<file path="src/rtl/net_sequencer.sv">
// Sequences a binary two-layer classifier over a one-cycle-latency weight ROM.
// Optional NET_SEQ_THRESH_EN adds a run-time hidden threshold port.
module net_sequencer #(
  parameter int HIDDEN  = 100,
  parameter int OUTPUTS = 10
) (
  input  logic         clk,
  input  logic         rst,
  input  logic         in_valid,
  output logic         in_ready,
  input  logic [63:0]  in,
`ifdef NET_SEQ_THRESH_EN
  input  logic [6:0]   thresh,
`endif
  output logic         wt_rd,
  output logic [7:0]   wt_addr,
  input  logic [127:0] wt_data,
  output logic         out_valid,
  input  logic         out_ready,
  output logic [3:0]   digit,
  output logic [15:0]  confidence
);

  localparam int LAST = HIDDEN + OUTPUTS - 1;

  typedef enum logic [2:0] {IDLE, HID, OUT, DRAIN, DONE} state_t;
  state_t state, state_nx;

  logic [63:0]       img;
  logic [6:0]        thr;
  logic [HIDDEN-1:0] hidden;
  logic [1:0]        vld_pipe;   // [0]: ROM data valid now, [1]: score register valid
  logic [7:0]        row_d1;
  logic [7:0]        score;
  logic [3:0]        score_idx;
  logic [7:0]        best;
  logic [3:0]        best_idx;
  logic [7:0]        cand;
  logic [3:0]        cand_idx;
  logic [6:0]        img_match;
  logic [7:0]        hid_match;
  logic              hbit;
  logic              accept;
  logic              last_score;
  logic              unused_data;

  function automatic logic [6:0] pop_img(input logic [63:0] v);
    logic [6:0] c;
    c = '0;
    for (int i = 0; i < 64; i++) c = c + 7'(v[i]);
    return c;
  endfunction

  function automatic logic [7:0] pop_hid(input logic [HIDDEN-1:0] v);
    logic [7:0] c;
    c = '0;
    for (int i = 0; i < HIDDEN; i++) c = c + 8'(v[i]);
    return c;
  endfunction

  assign unused_data = ^wt_data;
  assign in_ready    = (state == IDLE);
  assign out_valid   = (state == DONE);
  assign wt_rd       = (state == HID) || (state == OUT);
  assign accept      = in_valid && in_ready;
  assign last_score  = vld_pipe[1] && (score_idx == 4'(OUTPUTS - 1));

  always_comb begin
    img_match = pop_img(~(img ^ wt_data[63:0]));
    hbit      = (img_match >= thr);
    hid_match = pop_hid(~(hidden ^ wt_data[HIDDEN-1:0]));
    // Class 0 seeds the running best; later classes need a strict win.
    if (score_idx == 4'd0 || score > best) begin
      cand     = score;
      cand_idx = score_idx;
    end else begin
      cand     = best;
      cand_idx = best_idx;
    end
  end

  always_ff @(posedge clk) begin
    if (rst) state <= IDLE;
    else     state <= state_nx;
  end

  always_comb begin
    state_nx = state;
    case (state)
      IDLE:    if (accept) state_nx = HID;
      HID:     if (wt_addr == 8'(HIDDEN - 1)) state_nx = OUT;
      OUT:     if (wt_addr == 8'(LAST)) state_nx = DRAIN;
      DRAIN:   if (last_score) state_nx = DONE;
      DONE:    if (out_ready) state_nx = IDLE;
      default: state_nx = IDLE;
    endcase
  end

  always_ff @(posedge clk) begin
    if (rst) begin
      img        <= '0;
      thr        <= 7'd32;
      hidden     <= '0;
      vld_pipe   <= '0;
      row_d1     <= '0;
      score      <= '0;
      score_idx  <= '0;
      best       <= '0;
      best_idx   <= '0;
      wt_addr    <= '0;
      digit      <= '0;
      confidence <= '0;
    end else begin
      if (accept) begin
        img <= in;
`ifdef NET_SEQ_THRESH_EN
        thr <= thresh;
`else
        thr <= 7'd32;
`endif
      end
      if (wt_rd) wt_addr <= (wt_addr == 8'(LAST)) ? 8'd0 : wt_addr + 8'd1;
      vld_pipe[0] <= wt_rd;
      row_d1      <= wt_addr;
      if (vld_pipe[0] && row_d1 < 8'(HIDDEN)) begin
        for (int i = 0; i < HIDDEN; i++)
          if (row_d1 == 8'(i)) hidden[i] <= hbit;
      end
      // Output rows always trail the last hidden write by at least one cycle.
      vld_pipe[1] <= vld_pipe[0] && (row_d1 >= 8'(HIDDEN));
      score       <= hid_match;
      score_idx   <= 4'(row_d1 - 8'(HIDDEN));
      if (vld_pipe[1]) begin
        best     <= cand;
        best_idx <= cand_idx;
      end
      if (state == DRAIN && last_score) begin
        digit      <= cand_idx;
        confidence <= {8'd0, cand};
      end
    end
  end

endmodule

</file>
<file path="config.mk">
export PLATFORM = sky130hd
export DESIGN_NAME = net_sequencer
export DESIGN_NICKNAME = d
export VERILOG_FILES = /design/src/rtl/net_sequencer.sv
export SDC_FILE = /design/constraint.sdc
export NUM_CORES = 1
export LEC_CHECK = 0
export ABC_CLOCK_PERIOD_IN_PS = 8200
export CAP_MARGIN = 5
export CORE_UTILIZATION = 50
export DETAILED_ROUTE_END_ITERATION = 12
export PLACE_DENSITY_LB_ADDON = 0.1
export SLEW_MARGIN = 20
export SYNTH_ARGS = -nofsm -noshare
export SYNTH_HDL_FRONTEND = slang
export SYNTH_SLANG_ARGS = --single-unit
export TNS_END_PERCENT = 10
</file>
<file path="constraint.sdc">
create_clock -name clk -period 8.2 [get_ports clk]
set_clock_uncertainty 0.15 [all_clocks]
set_input_delay 1.64 -clock clk [delete_from_list [all_inputs] [get_ports clk]]
set_output_delay 1.64 -clock clk [all_outputs]
set_load 0.02 [all_outputs]
</file>
==> metrics.md <==
| Metric | Value |
|---|---|
| Outcome | finished clean |
| Unrepaired setup endpoints after global routing | true |
| Primary FF master, synth | dfxtp_1 |
| Sequential area share after synthesis | 31.1% |
| Worst path cell trace | clkdlybuf4s50_1, xnor2_1, fa_1, inv_2, fa_1, inv_1, fa_1, inv_1, fa_1, fa_1, inv_1, fa_1, fa_1, fa_1, inv_1, fa_1, inv_1, ha_1, a21o_1, a21o_1, a21oi_2, or4b_2, nand3_1 |
| CTS tree | yes |
| Non-Filler Instances | 2092 |
| Initial Utilization | 51.0% |
| Skew-Pair Late Insertion Delay | 0.54 ns |
| Area of the multi-input gates | 9060 sq um |
| CTS H-tree lvls | 1 |
| Kind of end point of the critical path | flip-flop |
| CP Max Fanout | 2 |
| Period utilization | 99.6% |
| DR pass1 iterations | 5 |
| DR vias/cell | 5.34 |
| Area of the mapped netlist | 14200 sq um |
| Most used cell along the critical path | fa_1 |
| Share of cells above drive strength 1 | 11.3% |
| Critical Path Max Stage Delay | 0.62 ns |
| Sink Count | 221 |
| Critical path's top delay family | adder cells |
| Max-slew violations | 0 |
| Cts hold-fix bufs | 0 |
| Remaining global-route overflow | 0 |
| Largest net degree at the start of global routing | 138 |
| Clock root buffer | clkbuf_16 |
| Number of global-route vias before repair | 10924 |
| Synth-to-layout area growth | 25.3% |
| Residual DRC | 0 |
| Die width | 171 um |
| Worst hold path class | reg -> reg |
| Critical path arrival | 8.48 ns |
| Dpl cells | 2041 |
| Worst Path Buf+Inv | 7 |
| Total GRT Usage | 27.0% |
| Port Buffers | 190 |
| Worst-path clk slew | 0.05 ns |
| Asr flop ratio synth | 0% |
| Total placed instance area | 16700 sq um |
| Slowest-stage cell, CP | or4b_2 |
| Setup-failing EPs final | 0 |
| Post-Route WL | 39200 um |
| Design Area, Final | 17800 sq um |
| Hold Fails Final Rpt | 0 |
| Core Area | 27900 sq um |
| Tmin final | 8.16 ns |
| Via count | 11165 |
| Post-Route Utilization | 63.9% |
| Number of diodes | 0 |
| Yosys warns | 0 |
| I/O pins | 227 |
| Num rows | 61 |
| Initial antenna violation count | 0 |
| Cells after Synth | 1500 |
| Layout fillers | 2361 |
| Post-synth cell types | 57 |
| Longest Clk Path Bufs | 3 |
| Hpwl dp | 28500 um |
| Worst Tran Pin Value | 1.14 ns |
| First-pass GRT wire length | 60000 um |
| GPL Wtd Cong | 0.872 |
| Post-route ant nets | 0 |
| Die area | 29100 sq um |
| CP startpoint kind | primary input |
| WS Path Type | in -> reg |
| Slew Limit Headroom | 23.8% |
| Die Height | 171 um |
| Reg area | 4420 sq um |
| Routed length per instance | 18.7 um |
| Max-cap viol count | 0 |
| Final #Nets | 2087 |
| TritonCTS Buffers | 27 |
| Post-synthesis register bit count | 221 |
| CP required | 8.52 ns |
| Initial DRC count | 896 |
| Post-synth EDFFs | 0 |
| Fmax | 122 MHz |
| Mean Syn Cell Area | 9.47 sq um |
-- what timing repair did --
item                                    4_1_cts  5_1_grt
pin swaps                                     6       43
resized for setup                            52      110
endpoints found under the setup margin      104      106
setup buffers                                 4        2
cloned                                        3        1
-- routing by layer --
layer	track usage [%]	vias up	routed length [um]
li1	-	5351	-
met1	38.4	5385	17800
met2	42.6	373	18000
met3	3.86	56	2410
met4	7.60	0	987
met5	0	-	0
-- synthesized netlist by cell type (3+ instances only) --
library cell / number / area, sq um
and2_1: 11 / 68.8
and3_1: 4 / 25.0
xor2_1: 93 / 815
buf_6: 10 / 113
nand2b_1: 25 / 156
and4_1: 3 / 26.3
o21ai_0: 4 / 20.0
xnor2_1: 79 / 692
or4_1: 3 / 22.5
o311ai_1: 8 / 70.1
o211ai_1: 9 / 67.6
nand3b_1: 10 / 75.1
nor2b_1: 24 / 150
o21ai_1: 3 / 15.0
nor3b_1: 6 / 45.0
a21oi_1: 147 / 736
mux2i_1: 10 / 100
nand2_1: 151 / 567
buf_4: 8 / 60.1
o2111ai_1: 5 / 43.8
nand4_1: 5 / 31.3
clkbuf_1: 67 / 251
inv_1: 158 / 593
a21o_1: 4 / 30.0
a211oi_1: 37 / 278
ha_1: 49 / 613
buf_1: 6 / 22.5
nand3_1: 5 / 25.0
a311oi_1: 73 / 639
fa_1: 142 / 2840
nor2_1: 87 / 327
dfxtp_1: 221 / 4420
nor3_1: 6 / 30.0
-- cell families after synthesis --
group | synth area share [%]
fa+ha+maj | 24.3
simple gates | 11.4
buf+inv | 7.37
other cells | 0.0264
flops | 31.1
mux | 0.784
xor+xnor | 10.6
compound gates | 14.3
-- stage by stage --
step                      hold WS (ns)  TNS (ns)  worst slack (ns)
after CTS                        0.315    -0.222            -0.101
after global routing             0.333     -2.66            -0.135
after floorplan                  0.283  -0.00226          -0.00226
after global placement           0.305    -66.25            -0.737
after detailed placement         0.307    -74.99            -0.796
final                            0.315         0            0.0364
-- final timing paths --
| kind | startpoint | end | slack, ns | cells after the start |
|---|---|---|---|---|
| worst max-delay path | wt_data[97] | score[5]$_SDFF_PP0_ | 0.04 | 23 |
| worst min-delay path | img[14]$_SDFFE_PP0P_ | img[14]$_SDFFE_PP0P_ | 0.31 | 2 |
| worst max register to register | img[45]$_SDFFE_PP0P_ | hidden[87]$_SDFFE_PP0P_ | 0.95 | 23 |
| worst min register to register | img[14]$_SDFFE_PP0P_ | img[14]$_SDFFE_PP0P_ | 0.31 | 2 |
-- sequential cells by signal, indices dropped and copies added, names as in the netlist --
name and count:
hidden 100, vld_pipe 2, wt_addr 8, score 8, score_idx 4, row_d1 8
best 8, digit 4, best_idx 4, img 64, confidence 8, state 3
-- cells in the final DEF (no fill, tap or decap), drive strengths merged, types with 3 or more instances in the layout --
cell type	synthesis	final
clkbuf	67	65
nor3b	6	6
a21o	4	4
ha	49	49
or4	3	3
nand3b	10	10
nand2b	25	25
a311oi	73	73
inv	159	160
conb	1	8
nand3	5	5
clkdlybuf4s50	0	152
nand4	5	5
a21oi	147	147
nor3	6	6
nor2b	24	24
nor2	87	87
o21ai	7	7
and2	11	11
buf	24	68
nand2	151	151
o211ai	9	9
clkinv	1	6
and3	4	4
dfxtp	221	221
and4	3	3
a211oi	37	37
xnor2	79	79
fa	142	142
o311ai	8	8
dlymetal6s2s	0	4
xor2	93	93
mux2i	10	10
o2111ai	5	5
-- area by class of cell --
cell class              count  share of cell area [%]
inverters                 160                    3.37
multi-input cells        1035                    50.9
well taps                 378                    2.66
flip-flops and latches    221                    24.9
repair buffers            255                    13.7
clock buffers              36                    4.21
clock inverters             7                   0.358
-- worst reg2reg max path, cell delays in order, from the launching register on --
cell,delay (ns)
dfxtp_1,0.33
xor2_2,0.19
fa_1,0.57
inv_2,0.05
fa_1,0.52
inv_2,0.05
fa_1,0.58
fa_1,0.47
fa_1,0.59
fa_1,0.45
fa_1,0.49
fa_1,0.51
inv_1,0.04
ha_2,0.19
inv_2,0.06
fa_2,0.19
or4b_1,0.43
o311a_1,0.35
a2111oi_4,0.22
buf_4,0.21
buf_12,0.15
buf_12,0.12
buf_16,0.11
a311oi_1,0.07
Power is not shown: default switching activity piles up to over one toggle a cycle in this logic, so the estimate is an artifact.
